`config.mk`:
```
export PLATFORM = sky130hd
export DESIGN_NAME = bin_to_bcd_seq
export DESIGN_NICKNAME = d
export VERILOG_FILES = /design/src/rtl/bin_to_bcd_seq.sv
export SDC_FILE = /design/constraint.sdc
export NUM_CORES = 1
export LEC_CHECK = 0
export ABC_AREA = 1
export CORE_ASPECT_RATIO = 1.25
export CORE_UTILIZATION = 45
export CTS_CLUSTER_DIAMETER = 120
export DETAILED_ROUTE_END_ITERATION = 8
export PLACE_DENSITY = 0.68
export SETUP_SLACK_MARGIN = 0.1
export SKIP_LAST_GASP = 1
export SYNTH_ARGS = -nofsm -noshare
export SYNTH_HDL_FRONTEND = slang
export SYNTH_SLANG_ARGS = --single-unit
```
`constraint.sdc`:
```
create_clock -name clk -period 2.3 [get_ports clk]
set_input_delay 0.345 -clock clk [delete_from_list [all_inputs] [get_ports clk]]
set_output_delay 0.345 -clock clk [all_outputs]
set_load 0.02 [all_outputs]
```
`src/rtl/bin_to_bcd_seq.sv`:
```
// Sequential binary-to-BCD converter using shift-and-add-3, one input bit per clock.
// Produces DIGITS packed BCD digits with a done strobe and an overflow flag.
module bin_to_bcd_seq #(
  parameter int W      = 16,
  parameter int DIGITS = 4
) (
  input  logic                  clk,
  input  logic                  rst,
  input  logic                  start,
  input  logic [W-1:0]          bin,
  output logic                  busy,
  output logic                  done,
  output logic [4*DIGITS-1:0]   bcd,
  output logic                  ovf
);
  localparam int CW = $clog2(W + 1);
  localparam int BW = 4 * DIGITS;

  typedef enum logic [1:0] {IDLE, SHIFT, DONE} state_t;

  state_t          state_q, state_d;
  logic [W-1:0]    sh_q, sh_d;
  logic [BW-1:0]   scr_q, scr_d;
  logic            sovf_q, sovf_d;
  logic [CW-1:0]   cnt_q, cnt_d;
  logic [BW-1:0]   bcd_q, bcd_d;
  logic            ovf_q, ovf_d;

  logic [BW-1:0]   adj;
  logic [BW-1:0]   scr_n;
  logic [W-1:0]    sh_n;
  logic            sovf_n;
  logic            last;

  // Digit correction happens before the shift, so every digit stays within 0..9.
  always_comb begin
    adj = scr_q;
    for (int unsigned i = 0; i < DIGITS; i++) begin
      if (scr_q[4*i +: 4] >= 4'd5)
        adj[4*i +: 4] = scr_q[4*i +: 4] + 4'd3;
    end
    scr_n  = {adj[BW-2:0], sh_q[W-1]};
    sh_n   = {sh_q[W-2:0], 1'b0};
    sovf_n = sovf_q | adj[BW-1];
    last   = (cnt_q == CW'(W - 1));
  end

  always_comb begin
    state_d = state_q;
    sh_d    = sh_q;
    scr_d   = scr_q;
    sovf_d  = sovf_q;
    cnt_d   = cnt_q;
    bcd_d   = bcd_q;
    ovf_d   = ovf_q;
    case (state_q)
      IDLE, DONE: begin
        if (start) begin
          state_d = SHIFT;
          sh_d    = bin;
          scr_d   = '0;
          sovf_d  = 1'b0;
          cnt_d   = '0;
        end else begin
          state_d = IDLE;
        end
      end
      SHIFT: begin
        sh_d   = sh_n;
        scr_d  = scr_n;
        sovf_d = sovf_n;
        cnt_d  = cnt_q + 1'b1;
        if (last) begin
          state_d = DONE;
          bcd_d   = scr_n;
          ovf_d   = sovf_n;
        end
      end
      default: state_d = IDLE;
    endcase
  end

  always_ff @(posedge clk or posedge rst) begin
    if (rst) begin
      state_q <= IDLE;
      sh_q    <= '0;
      scr_q   <= '0;
      sovf_q  <= 1'b0;
      cnt_q   <= '0;
      bcd_q   <= '0;
      ovf_q   <= 1'b0;
    end else begin
      state_q <= state_d;
      sh_q    <= sh_d;
      scr_q   <= scr_d;
      sovf_q  <= sovf_d;
      cnt_q   <= cnt_d;
      bcd_q   <= bcd_d;
      ovf_q   <= ovf_d;
    end
  end

  assign busy = (state_q == SHIFT);
  assign done = (state_q == DONE);
  assign bcd  = bcd_q;
  assign ovf  = ovf_q;
endmodule

```
# Word-level counts from Yosys, hierarchy flattened
# Cells that the tools add are included.
dict set report word_totals {
  register_bits 57
  latch_bits 0
  ram_bits 0
  mem_bits_ro 0
  input_bits 19
  output_inout_bits 19
  word_cells 42
  memories 0
}
dict set report op_classes {
  addsub 5
  mul 0
  div_mod_pow 0
  magnitude_cmp 4
  eq_ne 5
  shifts 0
  mux 15
  n_bitwise 1
  reduce_logical 5
}
# cell n
set ops {}
lappend ops {{one-hot mux 16 bit (2 select lines)} 2}
lappend ops {{2-to-1 mux 16 bit} 2}
lappend ops {{adder 4 x 2 -> 4 bit, second input constant} 4}
lappend ops {{greater-or-equal comparator 4 x 3 -> 1 bit, second input constant} 4}
lappend ops {{2-to-1 mux 4 bit} 4}
lappend ops {{one-hot mux 5 bit (2 select lines)} 1}
lappend ops {{adder 5 x 1 -> 5 bit, second input constant} 1}
lappend ops {{== test 5 x 4 -> 1 bit, second input constant} 1}
lappend ops {{2-to-1 mux 5 bit} 1}
lappend ops {{one-hot mux 2 bit (2 select lines)} 1}
lappend ops {{AND reduction 2 bit} 2}
lappend ops {{== test 2 x 1 -> 1 bit, second input constant} 1}
lappend ops {{== test 2 bit, second input constant} 1}
lappend ops {{zero test 2 bit} 1}
lappend ops {{2-to-1 mux 1 bit} 2}
lappend ops {{2-to-1 mux 2 bit} 1}
lappend ops {{inequality test 2 x 1 -> 1 bit, second input constant} 1}
lappend ops {{inequality test 2 bit, second input constant} 1}
lappend ops {{one-hot mux 1 bit (2 select lines)} 1}
lappend ops {{nonzero test 2 bit} 1}
lappend ops {{OR reduction 2 bit} 1}
lappend ops {{bitwise OR 1 bit} 1}

# Depth between registers and ports, before layout
# Gate-level depths: netlist (run 1).
dict set report logic_depth {
  word_depth 4
  depth_mapped 10
  mapped_depth_nobuf 10
}

# Worst setup path after synthesis (run 1)
# No wires, ideal clock.
dict set report synth_timing {
  path_kind {register to register}
  start {register cnt_q[0]}
  end {register bcd_q[4] (netlist: bcd[4])}
  arrival_ps 1364
  required_time_ps 2182
  slack_ps 818
  path_stages_with_launch 11
  synth_period_minus_slack_ps 1482
  path_cell_list {dfrtp_1 -> ha_1 -> nand2_1 -> nor2_1 -> ha_1 -> inv_1 -> nor2_4 -> inv_2 -> buf_2 -> nand2_1 -> nand2_1}
}
dict set report synth_between {
  elab_chain_len 2
}
# item line
set synth_rtl {}
lappend synth_rtl {{start: declaration} 25} ;# logic [CW-1:0] cnt_q, cnt_d;
lappend synth_rtl {{start signal: assignment} 97} ;# cnt_q <= cnt_d;
lappend synth_rtl {{== test 5 x 4 -> 1 bit} 45} ;# last = (cnt_q == CW'(W - 1));
lappend synth_rtl {{AND reduction 2 bit (no line)} --}
lappend synth_rtl {{end signal: assignment} 90} ;# bcd_q <= '0;
lappend synth_rtl {{end signal: assignment} 98} ;# bcd_q <= bcd_d;
lappend synth_rtl {{end: declaration} 26} ;# logic [BW-1:0] bcd_q, bcd_d;
# Every way passes these cells.
# A chain may end at the register's enable or synchronous reset.

# Worst setup path in the final report (run 1)
dict set report layout_timing {
  start {register state_q[1]}
  end {output port busy}
}
dict set report layout_between {
  elab_chain_len 1
}
# item line
set layout_rtl {}
lappend layout_rtl {{start: declaration} 21} ;# state_t state_q, state_d;
lappend layout_rtl {{start signal: assignment} 93} ;# state_q <= state_d;
lappend layout_rtl {{== test 2 x 1 -> 1 bit} 103} ;# assign busy = (state_q == SHIFT);
lappend layout_rtl {{end: declaration} 11} ;# output logic busy,
# Every way passes these cells.

==> results of run 1 <==
[cell usage in the layout, fill, tap and decap left out, drive strengths merged]
| cell type | instances |
|---|---|
| nor2 | 8 |
| ha | 10 |
| o21ai | 20 |
| bufinv | 1 |
| buf | 4 |
| dfrtp | 57 |
| inv | 32 |
| o221ai | 2 |
| a21oi | 5 |
| o211ai | 4 |
| clkdlybuf4s50 | 37 |
| a22o | 1 |
| o22ai | 5 |
| clkbuf | 12 |
| clkinv | 2 |
| nand2 | 112 |
| nand3 | 61 |
[cell families (layout without fill, tap and decap cells)]
family / Yosys count / after routing / share of synthesized area, %
AND/OR/NAND/NOR: 181 / 181 / 27.8
adder cells (fa/ha/maj): 10 / 10 / 4.52
AO/OA/AOI/OAI: 37 / 37 / 8.09
flip-flops: 57 / 57 / 51.5
buffers and inverters: 45 / 88 / 8.08
[power breakdown]
| part | internal, mW | leakage, nW | switching (mW) | total [mW] |
|---|---|---|---|---|
| Combinational | 0.813 | 0.866 | 1.29 | 2.10 |
| Sequential | 1.45 | 0.704 | 0.303 | 1.75 |
| Clock | 0.550 | 0.102 | 0.378 | 0.928 |
| Total | 2.81 | 1.67 | 1.97 | 4.78 |
[stage by stage]
stage	setup WS [ns]	total power [mW]	util, %
CTS	0.256	4.82	57.7
finish	0.273	4.78	57.7
global placement	0.534	3.81	54.4
detailed placement	0.491	3.88	54.4
global route	0.201	5.23	57.7
floorplan	0.555	3.32	-
[worst min-delay path, stage by stage]
cell and delay [ns]:
clkdlybuf4s50_1 0.41, inv_2 0.07, buf_12 0.26
[routing by layer]
metal | vias to the layer above | track usage [%] | share of wire (%) | wire length [microns]
met5 | - | 0 | 0 | 0
met4 | 0 | 9.15 | 2.1 | 114
met3 | 10 | 5.04 | 4.3 | 232
met2 | 56 | 29.8 | 48 | 2580
met1 | 1024 | 24.7 | 46 | 2480
li1 | 1156 | - | - | -
[worst paths after layout]
check / to / depth (start not counted) / start
setup / recovery: busy / 4 / state_q[1]
hold / removal: sh_q[0] / 3 / rst
setup reg to reg: cnt_q[1] / 5 / state_q[0]
hold reg to reg: sh_q[0] / 2 / sh_q[0]
max in group asynchronous: bcd[15] / 3 / rst
min in group clk: sh_q[0] / 2 / sh_q[0]
[area by class of cell]
cell class                 instances  area [sq um]  area share [%]
sequential                        57          1430            42.2
multi-input combinational        228          1120            33.1
tap                               82           103            3.04
timing repair buffer              41           413            12.2
clock buffer                      12           155            4.59
clock inverter                     3          40.0            1.18
inverter                          32           123            3.63
[registers in the layout (all words and copies together), names as in the netlist]
name,flops
bcd,16
cnt_q,5
ovf,1
scr_q,16
sh_q,16
sovf_q,1
state_q,2
==> key figures, run 1 <==
Critical path
  • Max stage delay cell, worst path: clkdlybuf4s50_1
  • Critical-path cell list: inv_1 > nand2_2 > inv_4 > clkdlybuf4s50_1
  • Worst reg2reg setup slack: around 0.67 ns
  • Critical Path Max Stage Delay: 0.60 ns
  • Top delay family on crit path: buffers and inverters
  • Crit end category: output port
  • Crit-path max FO: 12
  • Buf/Inv on CP: 3
  • CP Class: register to output port
  • Required time worst endpoint: 1.96 ns
  • Arr. time, crit path: 1.68 ns
  • CP Launch Type: register

Drt
  • DR DRC count: 0
  • Post-route ant nets: 0
  • TritonRoute pass-1 iters: 4
  • WL/cell: 11.9 microns
  • Routed vias: approximately 2.2k
  • Final WL: 5.40 mm
  • DRT iter0 DRCs: 208
  • Vias per std cell: 4.94

STA
  • Final hold vios: 0
  • Slew headroom: 68.3%
  • Setup violators final: 0
  • RSZ-0062 raised after global routing: no
  • WHS: 0.360 ns
  • Period minus WS final: 2.03 ns
  • Period utilization: 88.1%
  • Actual slew at the worst max-slew pin: 0.476 ns
  • Max-slew violation count: 0
  • Setup_tns: 0 ns
  • Clk_skew: about 0.008 ns
  • Max Freq: around 490 MHz

Floorplanning
  • Core Box Area: 5860 sq um
  • Die span in y: around 90 microns
  • Die ar.: 6480 sq um
  • Die extent in x: 72.2 microns
  • Starting density of the core: 47.3%
  • FP Rows: 31
  • IO Count: 38

Logic synthesis
  • Synth warn: 0
  • EDFF count, synth: 0
  • Top-area cell type share of the netlist area: 51.5%
  • Post-synthesis cell type count: 23
  • Syn Inst Count: 330
  • Register area share after synthesis: 51.5%
  • Average cell area after synthesis: 8.39 sq um
  • Post-synth top cells: nand2_1 (109), nand3_1 (61), dfrtp_1 (57)
  • Top FF cell, synth: dfrtp_1
  • Area leader, netlist: dfrtp_1
  • Syn nets: 359
  • Top-count cell post-synth: nand2_1
  • Cell area after synthesis: 2770 sq um
  • Top post-synthesis cells by area: dfrtp_1 (51%), nand2_1 (15%), nand3_1 (11%), ha_1 (4.5%), inv_1 (3.8%)
  • Yosys reg bits: 57
  • Post-synthesis async set-or-reset flop share: between 90% and 100%

Clock network
  • H-tree Lvls: 3
  • Post-CTS resize count: 0
  • Postcts setup bufs: 0
  • Hold buffers post-CTS: 0
  • Cts bufs inserted: 9
  • Clk buf depth: 2
  • Clk sinks: 57
  • Clock root buffer: clkbuf_8
  • Clock Pin Slew Worst Setup and Hold Paths: about 0.060 ns
  • Worst-skew pair later-pin latency: ~0.34 ns
  • CTS tree: done

Cells and area
  • Nets: ~400
  • Diodes inserted: 0
  • Area delta synth->final: 22.0%
  • FILL cells: 542
  • Final non-filler cell total: around 460
  • Finished Cell Area: 3380 sq um
  • Share of layout cells above drive strength 1: 8.04%

Placed design
  • DP HPWL: 3.71 mm
  • Routability cong.: about 0.83
  • Placed cell area: 3180 sq um
  • Dpl cells: between 400 and 500
  • I/O Buffers: 37

Job
  • Max cap viols: 0

Power and ir drop
  • Max VDD drop: around 0.6 mV
  • Lkg Pwr: 1.67 nW
  • Pwr Density: about 1400 nW/um^2

Run status
  • Status: finished clean

Global route
  • All-Layer GR Usage: about a fifth
  • Largest net degree at the start of global routing: between 50 and 60
  • First-pass GRT wire length: 9.59 mm
  • GR Overflow Total: 0
  • Vias in the first global route: 2,138
  • Initial antenna violation count: 0

Hold path
  • Hold WC Path Type: input pin to asynchronous set/reset pin
Power figures use the tool's default switching activity.
==> run 2: changes to the inputs <==
--- a/config.mk
+++ b/config.mk
@@ -13,6 +13,7 @@
 export PLACE_DENSITY = 0.68
 export SETUP_SLACK_MARGIN = 0.1
 export SKIP_LAST_GASP = 1
+export SLEW_MARGIN = 5
 export SYNTH_ARGS = -nofsm -noshare
 export SYNTH_HDL_FRONTEND = slang
 export SYNTH_SLANG_ARGS = --single-unit
==> results of run 2 <==
No change in the layout: final DEF, timing and power equal those of run 1.
